## config.mk

```make
export PLATFORM = sky130hd
export DESIGN_NAME = uart_work_rx
export DESIGN_NICKNAME = d
export VERILOG_FILES = /design/src/rtl/miner_pkg.sv /design/src/rtl/uart_rx_byte.sv /design/src/rtl/uart_work_rx.sv
export SDC_FILE = /design/constraint.sdc
export NUM_CORES = 2
export LEC_CHECK = 0
export ABC_CLOCK_PERIOD_IN_PS = 6550
export CAP_MARGIN = 10
export CORE_MARGIN = 2
export CORE_UTILIZATION = 44
export CTS_BUF_LIST = sky130_fd_sc_hd__clkbuf_8
export DETAILED_ROUTE_END_ITERATION = 8
export PLACE_DENSITY = 0.66
export SLEW_MARGIN = 5
export SYNTH_ARGS = -nofsm -noshare
export SYNTH_HDL_FRONTEND = slang
export SYNTH_HIERARCHICAL = 1
export SYNTH_SLANG_ARGS = --single-unit
```

## constraint.sdc

```tcl
create_clock -name clk -period 6.55 [get_ports clk]
set_input_delay 1.31 -clock clk [delete_from_list [all_inputs] [get_ports clk]]
set_output_delay 1.31 -clock clk [all_outputs]
set_load 0.005 [all_outputs]
```

## src/rtl/miner_pkg.sv

```systemverilog
// Shared constants and types for the miner work path.
// Frame geometry and the bit-receiver state encoding live here.
package miner_pkg;

    localparam int WORK_BYTES = 44;
    localparam int MIDSTATE_W = 256;
    localparam int DATA_W     = 96;
    localparam int FRAME_W    = 352;

    typedef enum logic [1:0] {
        IDLE  = 2'd0,
        START = 2'd1,
        DATA  = 2'd2,
        STOP  = 2'd3
    } rx_state_t;

endpackage

```

## src/rtl/uart_rx_byte.sv

```systemverilog
// 8N1 byte receiver: input synchroniser, mid-bit sampling divider and bit FSM.
// Strobes are combinational on the stop-bit sample so the parent can register them.
module uart_rx_byte
    import miner_pkg::*;
#(
    parameter int DIV  = 434,
    parameter int HALF = 217
) (
    input  logic       clk,
    input  logic       rst_n,
    input  logic       rxd,
    output logic [7:0] byte_o,
    output logic       byte_stb_o,
    output logic       stop_err_o,
    output logic       idle_o
);

    localparam int CW = $clog2(DIV);

    logic            sync0_reg, sync1_reg, prev_reg;
    rx_state_t       state_reg, state_next;
    logic [CW-1:0]   cnt_reg, cnt_next;
    logic [2:0]      bit_reg, bit_next;
    logic [7:0]      shift_reg, shift_next;
    logic            fall;

    assign fall = prev_reg & ~sync1_reg;

    always_ff @(posedge clk or negedge rst_n) begin
        if (!rst_n) begin
            sync0_reg <= 1'b1;
            sync1_reg <= 1'b1;
            prev_reg  <= 1'b1;
            state_reg <= IDLE;
            cnt_reg   <= '0;
            bit_reg   <= '0;
            shift_reg <= '0;
        end else begin
            sync0_reg <= rxd;
            sync1_reg <= sync0_reg;
            prev_reg  <= sync1_reg;
            state_reg <= state_next;
            cnt_reg   <= cnt_next;
            bit_reg   <= bit_next;
            shift_reg <= shift_next;
        end
    end

    always_comb begin
        state_next = state_reg;
        cnt_next   = cnt_reg;
        bit_next   = bit_reg;
        shift_next = shift_reg;
        byte_stb_o = 1'b0;
        stop_err_o = 1'b0;
        unique case (state_reg)
            IDLE: begin
                if (fall) begin
                    state_next = START;
                    cnt_next   = CW'(HALF - 1);
                end
            end
            START: begin
                if (cnt_reg == '0) begin
                    // A line back high at mid-start is a glitch, not a byte.
                    if (sync1_reg) begin
                        state_next = IDLE;
                    end else begin
                        state_next = DATA;
                        cnt_next   = CW'(DIV - 1);
                        bit_next   = '0;
                    end
                end else begin
                    cnt_next = cnt_reg - 1'b1;
                end
            end
            DATA: begin
                if (cnt_reg == '0) begin
                    shift_next = {sync1_reg, shift_reg[7:1]};
                    cnt_next   = CW'(DIV - 1);
                    if (bit_reg == 3'd7) state_next = STOP;
                    else                 bit_next   = bit_reg + 1'b1;
                end else begin
                    cnt_next = cnt_reg - 1'b1;
                end
            end
            STOP: begin
                if (cnt_reg == '0) begin
                    state_next = IDLE;
                    byte_stb_o = sync1_reg;
                    stop_err_o = ~sync1_reg;
                end else begin
                    cnt_next = cnt_reg - 1'b1;
                end
            end
            default: state_next = IDLE;
        endcase
    end

    assign byte_o = shift_reg;
    assign idle_o = (state_reg == IDLE);

endmodule

```

## src/rtl/uart_work_rx.sv

```systemverilog
// Work receiver: packs 44 UART bytes into midstate + data tail for the hashing core.
// Partial frames are dropped on a bad stop bit or after a long inter-byte gap.
module uart_work_rx
    import miner_pkg::*;
#(
    parameter int CLK_HZ     = 50_000_000,
    parameter int BAUD       = 115200,
    parameter int GAP_CYCLES = 5_000_000
) (
    input  logic                  clk,
    input  logic                  rst_n,
    input  logic                  rxd,
    output logic [MIDSTATE_W-1:0] midstate_o,
    output logic [DATA_W-1:0]     data_o,
    output logic                  work_valid_o,
    output logic                  frame_err_o,
    output logic                  busy_o
);

    localparam int DIV  = CLK_HZ / BAUD;
    localparam int HALF = DIV / 2;
    localparam int GW   = $clog2(GAP_CYCLES + 1);

    logic [7:0]         rx_byte;
    logic               byte_stb, stop_err, rx_idle;
    logic [FRAME_W-1:0] frame_reg, frame_shift;
    logic [5:0]         count_reg;
    logic [GW-1:0]      gap_reg;
    logic               gap_expire;

    uart_rx_byte #(.DIV(DIV), .HALF(HALF)) u_rx (
        .clk        (clk),
        .rst_n      (rst_n),
        .rxd        (rxd),
        .byte_o     (rx_byte),
        .byte_stb_o (byte_stb),
        .stop_err_o (stop_err),
        .idle_o     (rx_idle)
    );

    assign frame_shift = {frame_reg[FRAME_W-9:0], rx_byte};
    assign gap_expire  = rx_idle && (count_reg != '0) && (gap_reg == GW'(GAP_CYCLES - 1));

    always_ff @(posedge clk or negedge rst_n) begin
        if (!rst_n) begin
            frame_reg    <= '0;
            count_reg    <= '0;
            gap_reg      <= '0;
            midstate_o   <= '0;
            data_o       <= '0;
            work_valid_o <= 1'b0;
            frame_err_o  <= 1'b0;
        end else begin
            work_valid_o <= 1'b0;
            frame_err_o  <= 1'b0;
            // Byte acceptance has priority over the gap timeout.
            if (byte_stb) begin
                frame_reg <= frame_shift;
                if (count_reg == 6'(WORK_BYTES - 1)) begin
                    midstate_o   <= frame_shift[FRAME_W-1:DATA_W];
                    data_o       <= frame_shift[DATA_W-1:0];
                    work_valid_o <= 1'b1;
                    count_reg    <= '0;
                end else begin
                    count_reg <= count_reg + 1'b1;
                end
            end else if (stop_err) begin
                frame_err_o <= 1'b1;
                count_reg   <= '0;
            end else if (gap_expire) begin
                count_reg <= '0;
            end

            // Timer runs only while waiting between bytes of a partial frame.
            if (!rx_idle || count_reg == '0 || gap_expire) gap_reg <= '0;
            else                                          gap_reg <= gap_reg + 1'b1;
        end
    end

    assign busy_o = (count_reg != '0);

endmodule

```

==> flow_metrics.tcl <==
set metrics [dict create \
    crit_buf_inv 4 \
    crit_start "u_rx/cnt_reg[0]" \
    worstSetupPathType "flop to flop" \
    synthFlopType "dfrtp_1" \
    max_slew.worst_pin.slew_ns 1.11 \
    routed_wl_microns 67200 \
    clock_skew_ns 0.0438 \
    fin_util_pct 55.3 \
    final_cell_mix "1,076 x nand2_1, 749 x dfrtp_1, 356 x clkdlybuf4s50_1" \
    dp_hpwl_microns 43300 \
    crit_required_ns 7.18 \
    dieWidth_microns 260 \
    netlist_instances 2525 \
    timing.rr.start "u_rx/cnt_reg[0]" \
    antenna_found_initial 0 \
    vias 19200 \
    io_pins 358 \
    hp-class "flop to flop" \
    clk_latency_ns 0.73 \
    synthAdderAreaFrac_pct 0.433 \
    fmax_mhz 221 \
    areaGrowthSynthToFinish_pct 23.9 \
    post-route-period-util_pct 69.1 \
    design.die.area_sq_um 67700 \
    grt_overflow 0 \
    reg2reg_slack_ns 2.02 \
    synthMuxAreaShare_pct 14.0 \
    clock_sinks 752 \
    cp-start-kind "flop" \
    min_period_ns 4.53 \
    critPathMaxFanout 144 \
    drv_slew 0 \
    synth_nets 2538 \
    endpoint_kind "flop" \
    path_depth 12 \
    largest_reg_flops 344 \
    num_antenna_cells 0 \
    h-tree-depth 3 \
    clk_pin_slew_worst_paths_ns 0.06 \
    routabilityCongestion 0.820 \
    worst_path_max_delay_cell "inv_8" \
    core-area_sq_um 64700 \
    netlist_area_sq_um 28900 \
    path_cells "inv_1 -> ha_1 -> nor4b_4 -> and2_4 -> nand2_1 -> nor2_4 -> buf_4 -> nand3_4 -> inv_8 -> buf_4 -> nand2_1 -> nand2_1" \
    core.rowCount 93 \
    seq_area_frac_synth_pct 65.1 \
    cts-buffers-inserted 120 \
    drtAntennaViolNets 0 \
    first_iter_violations 1681 \
    cts_tree "yes" \
    drt-vias-per-instance 4.98 \
    ys_seq_elements 752 \
    power.leakage_nw 18.5 \
    cts_resized 0 \
    grt_pass1_vias 19600 \
    drc_errors 0 \
    synth_top_family_by_area "simple AND/OR/NAND/NOR gates" \
    synth_edf_count 0 \
    firstDrtPassIters 5 \
    slowest_delay_ns 0.90 \
    final_common_cell "nand2_1" \
    postCtsSetupRepairBufs 0 \
    synth_cell_types 63 \
    cp_common_cell "nand2_1" \
    track_usage_pct 19.9 \
    layout-drive-gt1-share_pct 19.4 \
    grt_pass1_wl_microns 108000 \
    yosys_warnings 6 \
    cts_hold_buf 0 \
    reg2reg_depth 12 \
    arrival_ns 5.16 \
    rsz0062_at_grt "false" \
    synth_simple_gate_area_share_pct 16.2 \
    maxCapViolCount 0 \
    start_util_pct 44.7 \
    synth-compound-area-share_pct 1.67 \
    status "complete, no violations" \
    port_buffers 357 \
    final.setup.worst_slack_ns 2.02 \
    routedWlPerCell_microns 17.4 \
    setup_tns_ns 0 \
    cts-root-buf "clkbuf_8" \
    p_per_area_nw_per_um2 262 \
    r2r_end "midstate_o[77]" \
    finalHoldViolations 0 \
    ir_drop_mv 0.146 \
    maxSlewHeadroom_pct 26.2 \
    synth_xor_area_share_pct 0.333 \
    critPathCapture "midstate_o[77]" \
    post-place-ws_ns 2.01 \
    cts_buffer_depth 3 \
    nFillCells 5551 \
    grt_max_degree 174 \
    layout.nets 2909 \
    worst_path_dominant_cell_family "buffers and inverters" \
    syn_area_per_cell_sq_um 11.4 \
    die_h_microns 260 \
    synthArstFlopShare_pct 100 \
    setup_violations 0 \
]
==> cells in the mapped netlist, drive strengths merged, types with 2 or more instances <==
cell type / count / area [sq um]
o21bai: 2 / 15.0
o21ai: 14 / 70.1
nand4: 6 / 37.5
a31oi: 6 / 37.5
and3: 5 / 31.3
or4: 7 / 60.1
a21o: 2 / 15.0
xor2: 7 / 61.3
o31ai: 12 / 90.1
nor4: 4 / 40.0
a21oi: 18 / 97.6
inv: 16 / 60.1
clkbuf: 58 / 219
xnor2: 4 / 35.0
dfstp: 3 / 78.8
o41ai: 3 / 26.3
a22o: 4 / 35.0
nor4b: 2 / 32.5
nor2: 35 / 131
nand2: 1078 / 4070
or3: 4 / 31.3
and4: 3 / 27.5
dfrtp: 749 / 18700
and2: 4 / 27.5
mux2: 352 / 3990
mux2i: 4 / 40.0
ha: 10 / 125
nor3: 12 / 60.1
a2bb2oi: 2 / 17.5
buf: 69 / 374
nand3: 15 / 85.1
==> layer usage <==
layer | part of all wire (%) | track usage [%] | routed length, microns | vias up
met1 | 44 | 26.8 | 29400 | 9647
li1 | - | - | - | 8955
met2 | 48 | 32.2 | 32300 | 452
met3 | 5.2 | 4.43 | 3520 | 144
met4 | 2.8 | 6.35 | 1870 | 0
met5 | 0 | 0 | 0 | -
==> power breakdown <==
part	switching, W	internal (W)
combinational	0.000315	0.000163
sequential	0.0000569	0.00469
clock	0.00186	0.00228
total	0.00223	0.00713
==> cell families (layout without fill, tap and decap cells) <==
group / after synthesis / after routing
AOI/OAI and AO/OA: 72 / 72
and+or+nand+nor: 1181 / 1181
xor gates and xnor gates: 11 / 11
muxes: 356 / 356
adders and majority gates: 10 / 10
buffers and inverters: 143 / 618
DFF: 752 / 752
==> how the worst min path moves through the flow <==
stage                         from             end  slack (ns)  cells past startpoint
finish              u_rx/sync0_reg  u_rx/sync1_reg        0.36                      0
global route        u_rx/sync0_reg  u_rx/sync1_reg        0.36                      0
CTS                 u_rx/sync0_reg  u_rx/sync1_reg        0.36                      0
detailed placement  u_rx/sync0_reg  u_rx/sync1_reg        0.35                      0
global placement    u_rx/sync0_reg  u_rx/sync1_reg        0.35                      0
floorplan           u_rx/sync0_reg  u_rx/sync1_reg        0.35                      0
==> through the flow <==
stage	hold slack [ns]	cell area, sq um	instances	power, W
after floorplan	0.345	28900	2525	0.00511
after global placement	0.350	33200	3629	0.00527
after detailed placement	0.353	33200	3629	0.00530
after CTS	0.362	35800	3855	0.00948
after global routing	0.364	35800	3855	0.00975
final	0.359	35800	3855	0.00936
==> layout make-up <==
| type | instances | area, sq um | area share, % |
|---|---|---|---|
| Inverter | 16 | 67.6 | 0.189 |
| Multi-Input combinational cell | 1630 | 9440 | 26.4 |
| Tap cell | 855 | 1070 | 2.99 |
| Timing Repair Buffer | 376 | 3810 | 10.6 |
| Clock inverter | 65 | 367 | 1.02 |
| Sequential cell | 752 | 18800 | 52.6 |
| Clock buffer | 161 | 2220 | 6.19 |
(Power assumes the default switching activity.)
